File: src/rtl/tdpu_dot_accum_pkg.sv
// Shared types for the ternary dot-product accumulator.
// weight_t: 2-bit ternary weight code. W_ZERO, W_POS and W_NEG are legal codes.
// The remaining code, 2'b11, is illegal and the datapath treats it as zero.
package tdpu_dot_accum_pkg;

  typedef logic [1:0] weight_t;

  localparam weight_t W_ZERO = 2'b00;
  localparam weight_t W_POS  = 2'b01;
  localparam weight_t W_NEG  = 2'b10;

endpackage

File: src/rtl/tdpu_dot_accum_if.sv
// Bus bundle for tdpu_dot_accum: weight-bank write port, input beat
// channel (i_valid/o_ready) and result channel (o_valid/i_ready).
// Modports: slave (the engine) and master (the driver of beats and weights).
interface tdpu_dot_accum_if #(
  parameter int unsigned LEN         = 32,
  parameter int unsigned DATA_WIDTH  = 8,
  parameter int unsigned ACC_WIDTH   = 32,
  parameter int unsigned WBANK_DEPTH = 8
);
  import tdpu_dot_accum_pkg::*;

  localparam int unsigned AW = $clog2(WBANK_DEPTH);

  logic                                i_wr_weight_en;
  logic [AW-1:0]                       i_wr_weight_addr;
  weight_t [LEN-1:0]                   i_wr_weight;
  logic                                i_valid;
  logic                                o_ready;
  logic [LEN-1:0][DATA_WIDTH-1:0]      i_data;
  logic [AW-1:0]                       i_row;
  logic                                i_last;
  logic                                o_valid;
  logic                                i_ready;
  logic signed [ACC_WIDTH-1:0]         o_result;
  logic                                o_sat;

  modport slave (
    input  i_wr_weight_en, i_wr_weight_addr, i_wr_weight,
    input  i_valid, i_data, i_row, i_last, i_ready,
    output o_ready, o_valid, o_result, o_sat
  );

  modport master (
    output i_wr_weight_en, i_wr_weight_addr, i_wr_weight,
    output i_valid, i_data, i_row, i_last, i_ready,
    input  o_ready, o_valid, o_result, o_sat
  );

endinterface

File: src/rtl/tdpu_dot_accum.sv
// Ternary-weight dot-product engine with multi-beat accumulation.
// Each accepted beat multiplies i_data by one row of a local ternary weight
// bank, reduces the products through a registered adder tree, and adds the
// result into a saturating accumulator. The group total is presented on
// o_result/o_sat when the beat flagged i_last reaches the accumulator.
// Ports:
//   clk   - clock
//   rst_n - synchronous active-low reset
//   bus   - tdpu_dot_accum_if.slave, carrying:
//           - the weight write port;
//           - the beat input channel (i_valid/o_ready);
//           - the result channel (o_valid/i_ready).
// Macro TDPU_DOT_ACCUM_RELU_EN applies a ReLU to the final result.
// o_sat and the intermediate accumulation are not affected by it.
module tdpu_dot_accum
  import tdpu_dot_accum_pkg::*;
#(
  parameter int unsigned LEN         = 32,
  parameter int unsigned DATA_WIDTH  = 8,
  parameter int unsigned ACC_WIDTH   = 32,
  parameter int unsigned WBANK_DEPTH = 8
) (
  input  logic               clk,
  input  logic               rst_n,
  tdpu_dot_accum_if.slave    bus
);

  localparam int unsigned TD   = $clog2(LEN);
  localparam int unsigned PW   = DATA_WIDTH + 1;
  localparam int unsigned TW   = DATA_WIDTH + 1 + TD;
  localparam int unsigned SW   = ACC_WIDTH + 1;
  localparam int unsigned HALF = LEN / 2;

  logic                        stall;
  logic                        accept;
  weight_t [LEN-1:0]           bank [WBANK_DEPTH];
  weight_t [LEN-1:0]           rd_row;
  logic signed [PW-1:0]        prod_c [LEN];
  logic signed [PW-1:0]        prod_q [LEN];
  logic                        p_valid_q;
  logic                        p_last_q;
  logic signed [TW-1:0]        tree_q [TD][HALF];
  logic [TD-1:0]               t_valid_q;
  logic [TD-1:0]               t_last_q;
  logic signed [ACC_WIDTH-1:0] acc_q;
  logic                        gsat_q;
  logic signed [SW-1:0]        sum_c;
  logic                        ovf_c;
  logic signed [ACC_WIDTH-1:0] clamp_c;
  logic signed [ACC_WIDTH-1:0] res_c;

  // A held result freezes the whole pipeline.
  assign stall       = bus.o_valid && !bus.i_ready;
  assign bus.o_ready = !stall;
  assign accept      = bus.i_valid && !stall;

  // Weight bank. The write port is independent of stall.
  always_ff @(posedge clk) begin
    if (!rst_n) begin
      for (int unsigned r = 0; r < WBANK_DEPTH; r++) bank[r] <= {LEN{W_ZERO}};
    end else if (bus.i_wr_weight_en) begin
      bank[bus.i_wr_weight_addr] <= bus.i_wr_weight;
    end
  end

  // The read sees the pre-write contents: a same-cycle write applies to later beats.
  assign rd_row = bank[bus.i_row];

  // Ternary multiply. One extra bit keeps the negation of the most negative value exact.
  always_comb begin
    for (int unsigned e = 0; e < LEN; e++) begin
      prod_c[e] = '0;
      case (rd_row[e])
        W_POS:   prod_c[e] = PW'($signed(bus.i_data[e]));
        W_NEG:   prod_c[e] = -PW'($signed(bus.i_data[e]));
        default: prod_c[e] = '0;
      endcase
    end
  end

  // Product stage.
  always_ff @(posedge clk) begin
    if (!rst_n) begin
      p_valid_q <= 1'b0;
      p_last_q  <= 1'b0;
    end else if (!stall) begin
      p_valid_q <= accept;
      p_last_q  <= bus.i_last;
    end
  end

  always_ff @(posedge clk) begin
    if (accept) prod_q <= prod_c;
  end

  // Adder tree.
  // Each level is held in a TW-wide slot but carries only its nominal level width.
  // Slots past a level's node count are tied to zero.
  for (genvar n = 0; n < TD; n++) begin : g_lvl
    localparam int unsigned LW = DATA_WIDTH + 2 + n;
    for (genvar k = 0; k < HALF; k++) begin : g_node
      if (k < (LEN >> (n + 1))) begin : g_sum
        if (n == 0) begin : g_leaf
          always_ff @(posedge clk) begin
            if (!stall) tree_q[0][k] <= TW'(LW'(prod_q[2*k]) + LW'(prod_q[2*k+1]));
          end
        end else begin : g_inner
          always_ff @(posedge clk) begin
            if (!stall) tree_q[n][k] <= TW'(LW'(tree_q[n-1][2*k] + tree_q[n-1][2*k+1]));
          end
        end
      end else begin : g_pad
        always_ff @(posedge clk) begin
          tree_q[n][k] <= '0;
        end
      end
    end
  end

  // Valid and last bits travel alongside the tree levels.
  always_ff @(posedge clk) begin
    if (!rst_n) begin
      t_valid_q <= '0;
      t_last_q  <= '0;
    end else if (!stall) begin
      t_valid_q[0] <= p_valid_q;
      t_last_q[0]  <= p_last_q;
      for (int unsigned i = 1; i < TD; i++) begin
        t_valid_q[i] <= t_valid_q[i-1];
        t_last_q[i]  <= t_last_q[i-1];
      end
    end
  end

  // Saturating add. Overflow shows up as disagreeing top two bits of the widened sum.
  always_comb begin
    sum_c   = SW'(acc_q) + SW'(tree_q[TD-1][0]);
    ovf_c   = sum_c[ACC_WIDTH] ^ sum_c[ACC_WIDTH-1];
    clamp_c = sum_c[ACC_WIDTH-1:0];
    if (ovf_c) clamp_c = {sum_c[ACC_WIDTH], {(ACC_WIDTH-1){~sum_c[ACC_WIDTH]}}};
    res_c   = clamp_c;
`ifdef TDPU_DOT_ACCUM_RELU_EN
    if (clamp_c[ACC_WIDTH-1]) res_c = '0;
`endif
  end

  // Accumulator and output register.
  always_ff @(posedge clk) begin
    if (!rst_n) begin
      acc_q        <= '0;
      gsat_q       <= 1'b0;
      bus.o_valid  <= 1'b0;
      bus.o_result <= '0;
      bus.o_sat    <= 1'b0;
    end else if (!stall) begin
      if (t_valid_q[TD-1] && t_last_q[TD-1]) begin
        bus.o_result <= res_c;
        bus.o_sat    <= gsat_q | ovf_c;
        bus.o_valid  <= 1'b1;
        acc_q        <= '0;
        gsat_q       <= 1'b0;
      end else begin
        bus.o_valid <= 1'b0;
        if (t_valid_q[TD-1]) begin
          acc_q  <= clamp_c;
          gsat_q <= gsat_q | ovf_c;
        end
      end
    end
  end

endmodule
File: src/flat_wrapper.sv
// flat-port wrapper written by rule: the top's interface ports become plain ports
module tdpu_dot_accum_flat import tdpu_dot_accum_pkg::*;
#(
  parameter int unsigned LEN         = 32,
  parameter int unsigned DATA_WIDTH  = 8,
  parameter int unsigned ACC_WIDTH   = 32,
  parameter int unsigned WBANK_DEPTH = 8
)
  (clk, rst_n, bus_i_wr_weight_en, bus_i_wr_weight_addr, bus_i_wr_weight, bus_i_valid, bus_i_data, bus_i_row, bus_i_last, bus_i_ready, bus_o_ready, bus_o_valid, bus_o_result, bus_o_sat);
  tdpu_dot_accum_if #(.LEN(LEN), .DATA_WIDTH(DATA_WIDTH), .ACC_WIDTH(ACC_WIDTH), .WBANK_DEPTH(WBANK_DEPTH)) bus_i ();
  input  logic clk;
  input  logic rst_n;
  input wire logic [$bits(bus_i.i_wr_weight_en)-1:0] bus_i_wr_weight_en;
  input wire logic [$bits(bus_i.i_wr_weight_addr)-1:0] bus_i_wr_weight_addr;
  input wire logic [$bits(bus_i.i_wr_weight)-1:0] bus_i_wr_weight;
  input wire logic [$bits(bus_i.i_valid)-1:0] bus_i_valid;
  input wire logic [$bits(bus_i.i_data)-1:0] bus_i_data;
  input wire logic [$bits(bus_i.i_row)-1:0] bus_i_row;
  input wire logic [$bits(bus_i.i_last)-1:0] bus_i_last;
  input wire logic [$bits(bus_i.i_ready)-1:0] bus_i_ready;
  output wire logic [$bits(bus_i.o_ready)-1:0] bus_o_ready;
  output wire logic [$bits(bus_i.o_valid)-1:0] bus_o_valid;
  output wire logic [$bits(bus_i.o_result)-1:0] bus_o_result;
  output wire logic [$bits(bus_i.o_sat)-1:0] bus_o_sat;
  assign bus_i.i_wr_weight_en = bus_i_wr_weight_en;
  assign bus_i.i_wr_weight_addr = bus_i_wr_weight_addr;
  assign bus_i.i_wr_weight = bus_i_wr_weight;
  assign bus_i.i_valid = bus_i_valid;
  assign bus_i.i_data = bus_i_data;
  assign bus_i.i_row = bus_i_row;
  assign bus_i.i_last = bus_i_last;
  assign bus_i.i_ready = bus_i_ready;
  assign bus_o_ready = bus_i.o_ready;
  assign bus_o_valid = bus_i.o_valid;
  assign bus_o_result = bus_i.o_result;
  assign bus_o_sat = bus_i.o_sat;
  tdpu_dot_accum #(.LEN(LEN), .DATA_WIDTH(DATA_WIDTH), .ACC_WIDTH(ACC_WIDTH), .WBANK_DEPTH(WBANK_DEPTH)) u_core (.clk(clk), .rst_n(rst_n), .bus(bus_i));
endmodule
File: config.mk
export PLATFORM = sky130hd
export DESIGN_NAME = tdpu_dot_accum_flat
export DESIGN_NICKNAME = d
export VERILOG_FILES = /design/src/rtl/tdpu_dot_accum_pkg.sv /design/src/rtl/tdpu_dot_accum_if.sv /design/src/rtl/tdpu_dot_accum.sv /design/src/flat_wrapper.sv
export SDC_FILE = /design/constraint.sdc
export NUM_CORES = 2
export LEC_CHECK = 0
export CELL_PAD_IN_SITES_DETAIL_PLACEMENT = 0
export CELL_PAD_IN_SITES_GLOBAL_PLACEMENT = 1
export CORE_MARGIN = 2
export CORE_UTILIZATION = 53
export DETAILED_ROUTE_END_ITERATION = 10
export PLACE_DENSITY = 0.95
export SLEW_MARGIN = 15
export SYNTH_ARGS = -nofsm -noshare
export SYNTH_HDL_FRONTEND = slang
export SYNTH_SLANG_ARGS = --single-unit
File: constraint.sdc
create_clock -name clk -period 41.9 [get_ports clk]
set_input_delay 8.38 -clock clk [delete_from_list [all_inputs] [get_ports clk]]
set_output_delay 8.38 -clock clk [all_outputs]
set_load 0.01 [all_outputs]
==> impl_metrics.tcl <==
set metrics [dict create \
    io_pins 367 \
    final_nets 6714 \
    die-area_um2 127600 \
    clk_pin_slew_ns 0.05 \
    root_buffer "clkbuf_16" \
    post_cts_resized 0 \
    synth_fp_nets 6402 \
    min_period_ns 19.15 \
    grt_pass1_vias 44030 \
    synth_edf_count 1136 \
    port_buffers 366 \
    final_max_slew_viol_count 0 \
    rr_worst_depth 11 \
    row_count 129 \
    drive_gt1_share_pct 6.792 \
    rsz0062_at_grt "no" \
    final_antenna_net_count 0 \
    worst_ir_drop_vdd_mv 0.03968 \
    final_core_util_pct 61.31 \
    synth_ff_type "edfxtp_1" \
    yosys_warnings 0 \
    route.vias.total 44200 \
    worstPathRequired_ns 33.52 \
    fin_crit_sh_pct 45.70 \
    clk_path_buf_depth 3 \
    ys_seq_elements 1215 \
    cp_common_cell "clkdlybuf4s50_1" \
    status "finished with violations" \
    die_w_um 357.2 \
    critPathMaxStageDelay_ns 0.84 \
    start_util_pct 53.42 \
    syn_area_um2 66130 \
    grt_pass1_wl_um 242400 \
    endpoint_kind "primary output" \
    cts_sinks 1215 \
    crit_cells 4 \
    tightest_slew_ns 1.208 \
    cts_buffers 133 \
    holdBufCountCts 0 \
    cp_max_fo 117 \
    dr.pass1.iters 11 \
    setup_viol 0 \
    drt-wirelength-per-cell_um 20.65 \
    wl_um 158600 \
    grt-ovfl-total 0 \
    dp_hpwl_um 107900 \
    startpoint_type "input port" \
    viasPerCell 5.753 \
    powerDensity_nw_per_um2 55.21 \
    cts_tree "built" \
    slew_headroom_pct 19.44 \
    drt_iter0_drc 3703 \
    final_hold_viol_count 0 \
    cp_cell_sequence "clkdlybuf4s50_1, nor2b_1, inv_8, clkdlybuf4s50_1" \
    grt_max_degree 164 \
    yosysUniqueCellTypes 72 \
    critical_path_class "in2out" \
    arrival_ns 10.77 \
    cp_top_family "buffers and inverters" \
    nFillCells 9415 \
    drc 30 \
    syn-mean-instance-area_um2 11.80 \
    ys_seq_area_share_pct 53.97 \
    grt_usage_pct 24.67 \
    fmax_mhz 52.22 \
    cts_setup_buffers 0 \
    ys_async_sr_fraction_pct 0 \
    cts_htree_levels 4 \
    hold_path_depth 2 \
    routabilityCongestion 0.9110 \
    synthesis.instances 5605 \
    p_leak_nw 29.75 \
    clk_latency_ns 0.74 \
    area_growth_pct 14.77 \
    fin_worst_skew_ns 0.03388 \
    drv_cap 0 \
    dieHeight_um 357.2 \
    fin_setup_tns_ns 0 \
    violations "design-rule violations" \
    core_area_um2 123800 \
    cp_slowest_cell "nor2b_1" \
    path_buf_inv 3 \
    antenna_found_initial 29 \
    hold_path.class "reg2reg" \
]
-- metal layers --
metal / wire length [um] / part of all wire [%] / vias to the layer above / GRT usage [%]
li1: - / - / 20940 / -
met4: 6091 / 3.8 / 16 / 10.87
met5: 93 / 0.059 / - / 0
met1: 62730 / 40 / 21430 / 30.27
met3: 10190 / 6.4 / 310 / 4.194
met2: 79520 / 50 / 1501 / 42.86
-- per-stage QoR --
stage                     hold WS, ns  area, um^2  setup slack, ns  cells  total power [mW]
final                          0.4515       75900            22.75   7682             4.191
after global routing           0.4691       75890            22.52   7677             4.437
after CTS                      0.4508       75850            22.68   7659             4.215
after detailed placement       0.4447       71370            22.70   7419             3.004
after global placement         0.4385       71370            22.70   7419             2.966
after floorplan                0.4315       66130            15.64   5605             2.650
-- cell families after synthesis --
kind of cell    Yosys count  synth area share, %
simple gates           1634                12.64
compound gates         1096                10.51
buf+inv                 668                3.894
mux                     209                5.600
flops                  1215                53.97
fa+ha+maj               468                9.208
xor+xnor                315                4.172
-- sequential cells by signal, summed over array words and instances (netlist names) --
signal,flops
u_core.p_last_q,1
u_core.acc_q,32
u_core.bus.o_result,32
u_core.bus.o_valid,1
u_core.bus.o_sat,1
u_core.bank,512
u_core.p_valid_q,1
u_core.tree_q,336
u_core.prod_q,288
u_core.t_last_q,5
u_core.t_valid_q,5
u_core.gsat_q,1
-- where the power goes --
group / total [mW] / internal (mW) / switching (mW)
clock: 1.20 / 0.716 / 0.484
combinational: 1.26 / 0.544 / 0.716
sequential: 1.73 / 1.64 / 0.0929
total: 4.19 / 2.90 / 1.29
-- worst paths after layout --
kind                                             from  slack [ns]                      to
worst max register to register  u_core.tree_q[4][223]       37.31  u_core.bus.o_result[8]
worst max-delay path                      bus_i_ready       22.75             bus_o_ready
worst min-delay path              u_core.t_valid_q[2]        0.45     u_core.t_valid_q[2]
worst min register to register    u_core.t_valid_q[2]        0.45     u_core.t_valid_q[2]
-- area by class of cell --
| type | instances | area (um^2) | area share [%] |
|---|---|---|---|
| diodes | 23 | 57.56 | 0.07583 |
| clock inverters | 80 | 899.6 | 1.185 |
| flip-flops and latches | 1215 | 35690 | 47.03 |
| repair buffers | 401 | 3933 | 5.181 |
| well taps | 1637 | 2048 | 2.698 |
| clock buffers | 160 | 3577 | 4.713 |
| multi-input cells | 3722 | 28010 | 36.90 |
| inverters | 444 | 1682 | 2.215 |
-- synth_stat cells (29+ instances only) --
master	instances	area, um^2
or3_1	30	187.7
edfxtp_1	1136	34110
a21boi_0	34	255.2
dfxtp_1	79	1582
o21bai_1	53	397.9
nor2b_1	70	437.9
mux4_2	128	2883
nand3_1	53	265.3
nor2_1	396	1486
a32oi_1	32	280.3
nand2_1	291	1092
a21oi_1	337	1687
fa_1	32	640.6
o21ai_0	215	1076
ha_1	433	5418
inv_1	442	1659
clkbuf_1	184	690.7
xnor2_1	229	2006
nand3b_1	50	375.4
nand2b_1	29	181.4
nor3_1	131	655.6
and2_1	513	3209
mux2i_1	73	730.7
xor2_1	86	753.2
o21ai_1	32	160.2
a21o_1	100	750.7
a22oi_1	137	1028
-- tightest hold or removal path, stage by stage, from the launching register on --
cell and delay [ns]:
dfxtp_1 0.31, nand2_1 0.05, a21oi_1 0.05
-- cell usage in the layout, fill, tap and decap left out, drive strengths merged, types with 14 or more instances in the layout --
master / instances
and2: 513
clkdlybuf4s50: 362
nor2b: 70
clkbuf: 161
a21o: 100
dfxtp: 79
edfxtp: 1136
fa: 32
nor4: 23
buf: 38
nand2: 291
nand3: 53
o21bai: 53
mux4: 128
ha: 433
or3: 30
xnor2: 229
xor2: 86
a21boi: 35
mux2i: 73
diode: 23
nor3: 131
o22ai: 19
clkinv: 49
nor2: 396
nand3b: 50
bufinv: 17
a22oi: 137
a221oi: 14
and3: 27
inv: 454
a32oi: 32
a21oi: 339
o21ai: 252
nand2b: 29
o211ai: 23
a211oi: 25
No activity file was read; power rests on OpenSTA's default activity.
